$ cat config.mk
export PLATFORM = sky130hd
export DESIGN_NAME = inst_fetch_unit
export DESIGN_NICKNAME = d
export VERILOG_FILES = /design/src/rtl/inst_fetch_unit.sv
export SDC_FILE = /design/constraint.sdc
export NUM_CORES = 1
export LEC_CHECK = 0
export CAP_MARGIN = 15
export CORE_ASPECT_RATIO = 0.6
export CORE_UTILIZATION = 25
export DETAILED_ROUTE_END_ITERATION = 16
export SYNTH_ARGS = -nofsm -noshare
export SYNTH_HDL_FRONTEND = slang
export SYNTH_SLANG_ARGS = --single-unit
$ cat constraint.sdc
create_clock -name clk_i -period 13.8 [get_ports clk_i]
set_clock_uncertainty 0.15 [all_clocks]
set_input_delay 2.76 -clock clk_i [delete_from_list [all_inputs] [get_ports clk_i]]
set_output_delay 2.76 -clock clk_i [all_outputs]
set_load 0.05 [all_outputs]
$ cat src/rtl/inst_fetch_unit.sv
// Instruction fetch stage: owns the PC, fetches words from instruction memory over a
// req/ack handshake and queues {inst, pc} pairs for decode, with redirect/flush support.
module inst_fetch_unit #(
   parameter logic [31:0] RESET_PC = 32'h0000_0000,
   parameter int          QDEPTH   = 2
) (
   input  logic        clk_i,
   input  logic        rst_i,
   input  logic        start_i,
   output logic        imem_req_o,
   output logic [31:0] imem_addr_o,
   input  logic        imem_ack_i,
   input  logic [31:0] imem_data_i,
   input  logic        redirect_i,
   input  logic [31:0] redirect_pc_i,
   output logic        inst_valid_o,
   input  logic        inst_ready_i,
   output logic [31:0] inst_o,
   output logic [31:0] pc_o,
   output logic [6:0]  opcode_o
);

   localparam int PW = (QDEPTH > 1) ? $clog2(QDEPTH) : 1;
   localparam int CW = $clog2(QDEPTH + 1);
   localparam logic [CW-1:0] QFULL = CW'(QDEPTH);

   typedef enum logic [1:0] {
      IDLE = 2'd0,
      REQ  = 2'd1,
      DROP = 2'd2
   } state_t;

   state_t        state_r;
   logic [31:0]   fetch_pc_r;
   logic [31:0]   req_addr_r;
   logic [31:0]   inst_q_r [QDEPTH];
   logic [31:0]   pc_q_r   [QDEPTH];
   logic [PW-1:0] rd_ptr_r;
   logic [PW-1:0] wr_ptr_r;
   logic [CW-1:0] count_r;

   logic          push_s;
   logic          pop_s;
   logic          has_room_s;
   logic [CW-1:0] count_next_s;
   logic [31:0]   redir_pc_s;
   logic [31:0]   pc_plus4_s;
   logic [31:0]   head_inst_s;
   logic [31:0]   head_pc_s;

   // A redirect squashes both the same-cycle push and pop; the queue is flushed instead.
   assign push_s       = (state_r == REQ) && imem_ack_i && !redirect_i;
   assign pop_s        = (count_r != {CW{1'b0}}) && inst_ready_i && !redirect_i;
   assign count_next_s = count_r + {{(CW-1){1'b0}}, push_s} - {{(CW-1){1'b0}}, pop_s};
   assign has_room_s   = (count_next_s < QFULL);
   assign redir_pc_s   = redirect_pc_i & 32'hFFFF_FFFC;
   assign pc_plus4_s   = fetch_pc_r + 32'd4;

   // Queue head presentation, forced to zero while the queue is empty.
   always_comb begin
      head_inst_s = 32'h0000_0000;
      head_pc_s   = 32'h0000_0000;
      if (count_r != {CW{1'b0}}) begin
         head_inst_s = inst_q_r[rd_ptr_r];
         head_pc_s   = pc_q_r[rd_ptr_r];
      end else begin
         head_inst_s = 32'h0000_0000;
         head_pc_s   = 32'h0000_0000;
      end
   end

   assign inst_valid_o = (count_r != {CW{1'b0}});
   assign inst_o       = head_inst_s;
   assign pc_o         = head_pc_s;
   assign opcode_o     = head_inst_s[6:0];
   assign imem_req_o   = (state_r == REQ) || (state_r == DROP);
   assign imem_addr_o  = req_addr_r;

   // Instruction queue storage, pointers and occupancy.
   always_ff @(posedge clk_i) begin
      if (!rst_i) begin
         rd_ptr_r <= {PW{1'b0}};
         wr_ptr_r <= {PW{1'b0}};
         count_r  <= {CW{1'b0}};
         for (int i = 0; i < QDEPTH; i++) begin
            inst_q_r[i] <= 32'h0000_0000;
            pc_q_r[i]   <= 32'h0000_0000;
         end
      end else if (redirect_i) begin
         rd_ptr_r <= {PW{1'b0}};
         wr_ptr_r <= {PW{1'b0}};
         count_r  <= {CW{1'b0}};
      end else begin
         if (push_s) begin
            inst_q_r[wr_ptr_r] <= imem_data_i;
            pc_q_r[wr_ptr_r]   <= req_addr_r;
            wr_ptr_r           <= wr_ptr_r + {{(PW-1){1'b0}}, 1'b1};
         end else begin
            wr_ptr_r <= wr_ptr_r;
         end
         if (pop_s) begin
            rd_ptr_r <= rd_ptr_r + {{(PW-1){1'b0}}, 1'b1};
         end else begin
            rd_ptr_r <= rd_ptr_r;
         end
         count_r <= count_next_s;
      end
   end

   // Fetch FSM: PC, request address and the stale-response drop state.
   always_ff @(posedge clk_i) begin
      if (!rst_i) begin
         state_r    <= IDLE;
         fetch_pc_r <= RESET_PC;
         req_addr_r <= 32'h0000_0000;
      end else if (redirect_i) begin
         fetch_pc_r <= redir_pc_s;
         case (state_r)
            REQ, DROP: begin
               if (!imem_ack_i) begin
                  // Old request must still be completed; its data is discarded.
                  state_r <= DROP;
               end else if (start_i) begin
                  state_r    <= REQ;
                  req_addr_r <= redir_pc_s;
               end else begin
                  state_r <= IDLE;
               end
            end
            default: begin
               if (start_i) begin
                  state_r    <= REQ;
                  req_addr_r <= redir_pc_s;
               end else begin
                  state_r <= IDLE;
               end
            end
         endcase
      end else begin
         case (state_r)
            IDLE: begin
               if (start_i && (count_r < QFULL)) begin
                  state_r    <= REQ;
                  req_addr_r <= fetch_pc_r;
               end else begin
                  state_r <= IDLE;
               end
            end
            REQ: begin
               if (imem_ack_i) begin
                  fetch_pc_r <= pc_plus4_s;
                  if (start_i && has_room_s) begin
                     state_r    <= REQ;
                     req_addr_r <= pc_plus4_s;
                  end else begin
                     state_r <= IDLE;
                  end
               end else begin
                  state_r <= REQ;
               end
            end
            DROP: begin
               if (imem_ack_i) begin
                  if (start_i && has_room_s) begin
                     state_r    <= REQ;
                     req_addr_r <= fetch_pc_r;
                  end else begin
                     state_r <= IDLE;
                  end
               end else begin
                  state_r <= DROP;
               end
            end
            default: begin
               state_r <= IDLE;
            end
         endcase
      end
   end

endmodule

After elaboration in Yosys (flattened, before gate mapping) --
Memories as Yosys holds them, arrays and structs flattened. A register that Yosys moved wholly into a read port is not among the register bits. Index checks and enable logic that the tools add are counted.
Storage, ports and cells: output and inout bits 105, memory bits (writable) 128, memories 2, register bits after elaboration 70
Cells by class: add/subtract/negate cells 5, bitwise logic cells 1, mux-type cells 39, equality and inequality tests 8, reductions and logical operators 20, magnitude comparators 2
Memory list:
- inst_q_r | depth 2, bits a word 32, read ports 1, clocked after memory_dff 1, wr ports 2, line 36 | logic [31:0] inst_q_r [QDEPTH];
- pc_q_r | depth 2, bits a word 32, read ports 1, clocked after memory_dff 1, wr ports 2, line 37 | logic [31:0] pc_q_r [QDEPTH];
Operators by type and width (number):
- 2-to-1 mux 32 bit | 16
- one-hot mux 32 bit (3 select lines) | 1
- OR reduction 32 bit | 2
- adder 32 x 3 -> 32 bit (second input constant) | 1
- 2-to-1 mux 1 bit | 16
- inequality test 3 bit (second input constant) | 4
- 2-to-1 mux 2 bit | 5
- AND reduction 7 bit | 1
- logical AND 1 bit | 6
- inequality test 3 x 2 -> 1 bit (second input constant) | 2
- one-hot mux 2 bit (3 select lines) | 1
- nonzero test 2 bit | 3
- < comparator 2 bit (second input constant) | 2
- AND reduction 2 bit | 2
- nonzero test 4 bit | 1
- OR reduction 2 bit | 2
- adder 1 bit (second input constant) | 2
- adder 2 x 1 -> 2 bit | 1
- equality test 2 x 1 -> 1 bit (second input constant) | 1
- equality test 2 bit (second input constant) | 1
- logical NOT 2 bit | 1
- subtractor 2 x 1 -> 2 bit | 1
- logical NOT 1 bit | 1
- logical OR 1 bit | 1
- inverter 1 bit | 1

Longest topological paths before layout --
depth in word-level cells 11, mapped depth 16

Worst setup path before layout --
OpenSTA, ideal clock, no wires.
path type input -> register, from in redirect_i, to mem inst_q_r[0][0] (enable), arrival 7.510 ns, setup time 0.567 ns, stages on the path 4, path buffers 1, setup slack 5.572 ns, required time 13.083 ns, cell sequence clkbuf_1 nor2_1 inv_1 o21ai_0
RTL lines:
- start: declaration | line 14 | input logic redirect_i,
- end: declaration | line 36

Worst setup path in the final report --
from in imem_ack_i, to reg req_addr_r[25] (netlist: imem_addr_o[25])
On the way: longest elaborated chain between the ends 8, elaborated cells between the ends (all ways) 12, classes of those cells add/sub: 2; order compare: 1; eq/ne: 5; reduce/logical: 4
RTL lines:
- start: declaration | line 12 | input logic imem_ack_i,
- logical AND 1 bit (2 in series) | line 52 | assign push_s = (state_r == REQ) && imem_ack_i && !redirect_i;
- adder 2 x 1 -> 2 bit | line 54 | assign count_next_s = count_r + {{(CW-1){1'b0}}, push_s} - {{(CW-1){1'b0}}, pop_s};
- subtractor 2 x 1 -> 2 bit | line 54
- < comparator 2 bit | line 55 | assign has_room_s = (count_next_s < QFULL);
- logical AND 1 bit | line 152, 164
- inequality test 3 x 2 -> 1 bit (no line)
- AND reduction 7 bit (no line) (*)
- end signal: assignment | line 144 | req_addr_r <= fetch_pc_r;
- end signal: assignment | line 154 | req_addr_r <= pc_plus4_s;
- end signal: assignment | line 166 | req_addr_r <= fetch_pc_r;
- end: declaration | line 35 | logic [31:0] req_addr_r;
Mark *: on every way between the ends. The rest lies on a longest branch, timed or not. A chain may end at the register's enable or synchronous reset.

==> results.toml <==
[synthesis]
synth.most_common_cell = "and2_1"
synth_area_leaders = "edfxtp_1 39%, dfxtp_1 14%, and2_1 8.1%"
yosys_warnings = 0
synth.distinct_cells = 55
synth_edf_count = 124
synthFlopType = "edfxtp_1"
postSynth.asyncResetShare = 0
avgSynthCellArea_um2 = 10.4
netlist.area_leader.share = 0.386
ys_seq_area_frac = 0.525
synthTopCellsByCount = "125 x and2_1, 124 x edfxtp_1, 80 x nor2_1"
synth_area_um2 = 9660
synth-seq-cells = 191
synthCells = 925
synth_top_area_cell = "edfxtp_1"

[clock_network]
cts_root_buffer = "clkbuf_16"
cts_tree = "yes"
insertion_delay_ps = 440
htreeDepth = 4
postCtsHoldBufs = 0
cts_buffer_depth = 2
cts_setup_buffers = 0
ctsResizeCount = 0
clkSlewWorstSetupHoldPaths_ps = 80
clock_sinks = 191
cts-buffers-inserted = 17

[floorplan]
start_util = 0.255
rows = 55
dieArea_um2 = 39400
die-height_um = 154
core_um2 = 37800
fp.dieW_um = 256
io_pins = 175

[placed_design]
dpl.hpwl_mm = 18.4
routabilityCongestion = 0.867
port_buffers = 168
dp_slack_ps = 7110

[global_routing]
grt_usage = 0.146
grt_pass1_vias = 7388
grt_pass1_wl_mm = 44.1
grt_max_degree = 70
grt-ovfl-total = 0
antenna_found_initial = 1

[pwr]
power_uw = 1320
leakagePower_uw = 0.00401
power_density_nw_per_um2 = 107
vdd_drop_max_mv = 0.0879

[setup_path]
end_kind = "register"
critPathKind = "input pin to register"
arrival_ps = 6500
slowest_stage = "nand3_1"
worstPathMaxFanout = 14
setup.worst_path.start = "imem_ack_i"
r2r_start = "state_r[1]$_SDFF_PN0_"
cp-start-kind = "input pin"
r2r_slack_ps = 9320
rr_worst_depth = 13
crit_end = "imem_addr_o[25]$_SDFFE_PN0P_"
cp_cell_sequence = "clkdlybuf4s50_1, nand2_1, nor2_1, inv_1, ha_1, inv_1, ha_1, xnor3_1, and2_1, a211o_1, nand3_1, o311ai_0"
r2r-end = "imem_addr_o[25]$_SDFFE_PN0P_"
critPathRequiredTime_ps = 13960
cpPeakStageDelay_ps = 700

[drt]
drt_iter0_markers = 616
post_drt_wl_per_cell_um = 18.2
first_pass_iters = 5
ant_nets = 0
drc = 0
via_count = 7505
viasPerCell = 4.78
wirelength_mm = 28.6

[finish]
fin_util = 0.325
area_delta_synth_final_pct = 27.2
fillerInstances = 3874
nNetsFinal = 1120
drive_gt1_frac = 0.0634

[sta]
worst_pin_slew_ps = 1000
fin_tns_setup_ps = 0
finalSetupViolCount = 0
rsz0062_at_grt = "no"
period_needed_ps = 6330
finalCritPeriodShare = 0.459
fmax_mhz = 158
max_slew_margin = 0.332
drv_slew = 0
setup_ws_ps = 7470
finalHoldViolations = 0

[outcome]
status = "complete, no violations"

[run]
maxCapViolations = 0

[worst_hold_path]
hold_class = "register to register"
[report_power, final]
part	switching, uW	internal, uW	leakage (uW)
clock	235	263	0.000279
combinational	99.5	59.1	0.00189
sequential	26.6	635	0.00184
total	361	958	0.00401
[per-stage QoR]
| stage | cells | hold WS, ps | instance area, um^2 |
|---|---|---|---|
| 6_report | 1571 | 359 | 12300 |
| 5_1_grt | 1570 | 386 | 12300 |
| 3_5_place_dp | 1536 | 342 | 11700 |
| 3_3_place_gp | 1535 | 340 | 11700 |
| 2_1_floorplan | 928 | 322 | 9670 |
| 4_1_cts | 1568 | 365 | 12300 |
[layer usage]
layer	up-vias	routed length (um)	global-route usage
li1	3569	-	-
met1	3688	14100	0.211
met2	232	12700	0.223
met3	16	1570	0.0269
met4	0	299	0.0371
met5	-	0	0
[sequential cells by signal, indices dropped and copies added (netlist names), named ones only]
register	cells
count_r	2
fetch_pc_r	30
imem_addr_o	30
inst_q_r	64
pc_q_r	60
rd_ptr_r	1
state_r	2
wr_ptr_r	1
[critical path: cells and delay by family]
kind	cells	cell delay (ps)
xor+xnor	1	210
simple gates	4	1330
buf+inv	3	840
fa+ha+maj	2	470
compound gates	2	890
[layout make-up]
| type | instances | area (um^2) | area share |
|---|---|---|---|
| antenna | 2 | 5.00 | 0.000407 |
| clock buffer | 19 | 454 | 0.0370 |
| clock inverter | 13 | 126 | 0.0103 |
| inverter | 10 | 37.5 | 0.00306 |
| multi-input combinational | 642 | 4180 | 0.340 |
| sequential | 191 | 5070 | 0.413 |
| tap | 513 | 642 | 0.0522 |
| timing repair buffer | 181 | 1770 | 0.144 |
[layout by cell type, fill, tap and decap left out, types with 6 or more instances in the layout]
| cell | count |
|---|---|
| o311ai_0 | 10 |
| xnor2_1 | 18 |
| xor2_1 | 16 |
| nand4_1 | 20 |
| nor4_1 | 22 |
| clkdlybuf4s50_1 | 167 |
| nor3_1 | 21 |
| o22ai_1 | 10 |
| o21ai_0 | 32 |
| ha_1 | 7 |
| a32o_1 | 7 |
| a31oi_1 | 8 |
| o31ai_1 | 14 |
| or3_1 | 7 |
| inv_1 | 10 |
| dfxtp_1 | 66 |
| mux2i_1 | 66 |
| a21oi_1 | 37 |
| or4_1 | 14 |
| nand2_1 | 43 |
| clkbuf_16 | 18 |
| buf_4 | 11 |
| nor2_1 | 78 |
| and3_1 | 6 |
| and2_1 | 125 |
| nand2b_1 | 8 |
| edfxtp_1 | 124 |
| nand3_1 | 23 |
[cells by family after synthesis]
logic type                 share of synthesized area
muxes                                         0.0696
AOI/OAI and AO/OA                             0.0942
xor gates and xnor gates                      0.0332
DFF                                            0.525
buffers and inverters                         0.0491
and+or+nand+nor                                0.220
other                                       0.000388
adders and majority gates                    0.00907
[worst min path at each step]
stage | start | cells after the start | slack, ps | to
after CTS | rd_ptr_r$_SDFFE_PP0P_ | 2 | 370 | rd_ptr_r$_SDFFE_PP0P_
after global routing | imem_addr_o[23]$_SDFFE_PN0P_ | 2 | 390 | imem_addr_o[23]$_SDFFE_PN0P_
final | rd_ptr_r$_SDFFE_PP0P_ | 2 | 360 | register
after floorplan | rd_ptr_r$_SDFFE_PP0P_ | 2 | 320 | register
after detailed placement | rd_ptr_r$_SDFFE_PP0P_ | 2 | 340 | rd_ptr_r$_SDFFE_PP0P_
after global placement | rd_ptr_r$_SDFFE_PP0P_ | 2 | 340 | rd_ptr_r$_SDFFE_PP0P_
(Power assumes the default switching activity.)
==> variant, RTL diff (same settings) <==
Encoding of `state_t`: now one-hot (3 bits for 3 states).
--- a/src/rtl/inst_fetch_unit.sv
+++ b/src/rtl/inst_fetch_unit.sv
@@ -25,8 +25,8 @@
    localparam logic [CW-1:0] QFULL = CW'(QDEPTH);
 
-   typedef enum logic [1:0] {
-      IDLE = 2'd0,
-      REQ  = 2'd1,
-      DROP = 2'd2
+   typedef enum logic [2:0] {
+      IDLE = 3'b001,
+      REQ  = 3'b010,
+      DROP = 3'b100
    } state_t;
 
Formal check against the unedited RTL: no difference found for any inputs over 4 cycles, from zero or initial values and one cycle with rst_i low; so few cycles prove little.
==> variant against the original RTL <==
  * Area after synthesis is 0.34% higher
  * Sequential cell count is 1 higher
  * Die area is 0.34% higher
  * Worst setup slack worse by 0.17 ns
  * Global-route usage is 0.18 points lower
  * Critical path depth is 1 higher
  * Routed wire length is 2.7% lower
  * Power is 1.2% lower
  * Final area is 0.32% higher
  * Combinational power is 6% lower
  * Largest cell class unchanged
  * Largest power group unchanged
==> variant: results (changes against the original RTL) <==
status -> finished, final reports clean
r2r worst-path depth -> 14 (+1)
Vias -> 7453 (-0.69%)
Switch Pwr -> 368 uW (+2.1%)
crit-path max cell delay -> 0.65 ns (-0.05 ns)
Critical path origin -> redirect_i
DR vias/cell -> 4.70 (-1.6%)
reg-to-reg slack, setup -> 9.13 ns (-0.19 ns)
non-clock inverter count in the final layout -> 7 (-3)
DRT Pass-1 Iters -> 5 (unchanged)
multi-input combinational area share -> 34.4% (+0.31 points)
Static Leak -> 4.05 nW (+1.1%)
routed wire length -> 27900 um (-2.7%)
min-delay src -> rd_ptr_r
Final HPWL DP -> 18700 um (+1.3%)
crit-path max FO -> 52 (+38)
first-pass GRT wire length -> 43100 um (-2.1%)
combinational share of power -> 11.5% (-0.5 points)
M1 WL -> 13600 um (-3.4%)
post-place setup slack -> 6.84 ns (-0.268 ns)
worst hold path stage count -> 2 (unchanged)
Worst-Margin Slew -> 1.19 ns (+0.188 ns)
num sequential -> 192 (+0.52%)
Filler Cells Inserted -> 3824 (-1.3%)
crit-path leading delay family -> buffers and inverters
antenna fix cells -> 0 (-2)
number of global-route vias before repair -> 7210 (-2.4%)
Post-synth top cells -> and2_1, edfxtp_1, nor2_1
dpl cell area -> 11800 um2 (+0.47%)
storage element area -> 5090 um2 (+0.39%)
hold_ws -> 0.359 ns (-0.000385 ns)
postcts setup bufs -> 0 (unchanged)
met3 wire length -> 1610 um (+2.7%)
P_clk -> 488 uW (-2%)
bufs w/o clock -> 180 (-0.55%)
Clock-cell share -> 4.62% (-0.11 points)
pwr/cell area -> 106 nW/um2 (-1.5%)
Area contributors post-synth -> edfxtp_1, dfxtp_1, and2_1, mux2i_1, nor2_1
buffering overhead -> 14.3% (-0.086 points)
# clk buffers -> 17 (-2)
PnR worst setup slack -> 7.29 ns (-0.171 ns)
worst r2r dst -> imem_addr_o[19]
sw frac -> 28.3% (+0.90 points)
WL met2 -> 12200 um (-4.2%)
drt first-iter violations -> 626 (+1.6%)
worst r2r src -> count_r[1]
Gate Count Post-Synth -> 945 (+2.2%)
synth unique cells -> 56 (+1.8%)
post-synthesis sequential area ratio -> 52.5% (about the same)
Total GRT Usage -> 14.4% (-0.18 points)
Slowest-stage cell, CP -> o21a_1
share of post-route cells with drive strength above 1 -> 6.06% (-0.29 points)
peak supply drop -> 91.5 uV (+4.1%)
nets -> 1133 (+1.2%)
critical path arrival -> 6.70 ns (+0.20 ns)
comb_multi_in -> 662 (+3.1%)
largest net degree at the start of global routing -> 79 (+13%)
GP Congestion -> 0.896 (+3.4%)
-- variant: cell types whose count changed after synthesis, moves of 7 or more --
cell	change
a21oi_1	-7
a32o_1	-7
and4_1	+8
buf_2	+7
clkbuf_1	+8
nand2_1	+23
nor4_1	-7
o22ai_1	+8
o311ai_0	-10
o31ai_1	-12
or4_1	-13
-- variant: routing by layer --
layer	global-route usage (%)	vias to the layer above
met5	0	-
met4	4.65	0
met3	2.93	23
met2	21.7	229
met1	20.5	3621
li1	-	3580
-- variant: worst min-delay path, cell delays in order, from the launching register on --
cell     delay, ns
dfxtp_1       0.32
xor2_1        0.08
nor2_1        0.07
-- variant: logic make-up (layout without fill, tap and decap cells) --
group           Yosys count  in the layout  synth area share [%]
compound gates          119            119                  7.54
mux                      73             73                  7.58
other cells               1              4                0.0387
simple gates            423            423                  23.9
buf+inv                  94            219                  4.35
xor+xnor                 40             40                  3.76
fa+ha+maj                 3              3                 0.387
flops                   192            192                  52.5
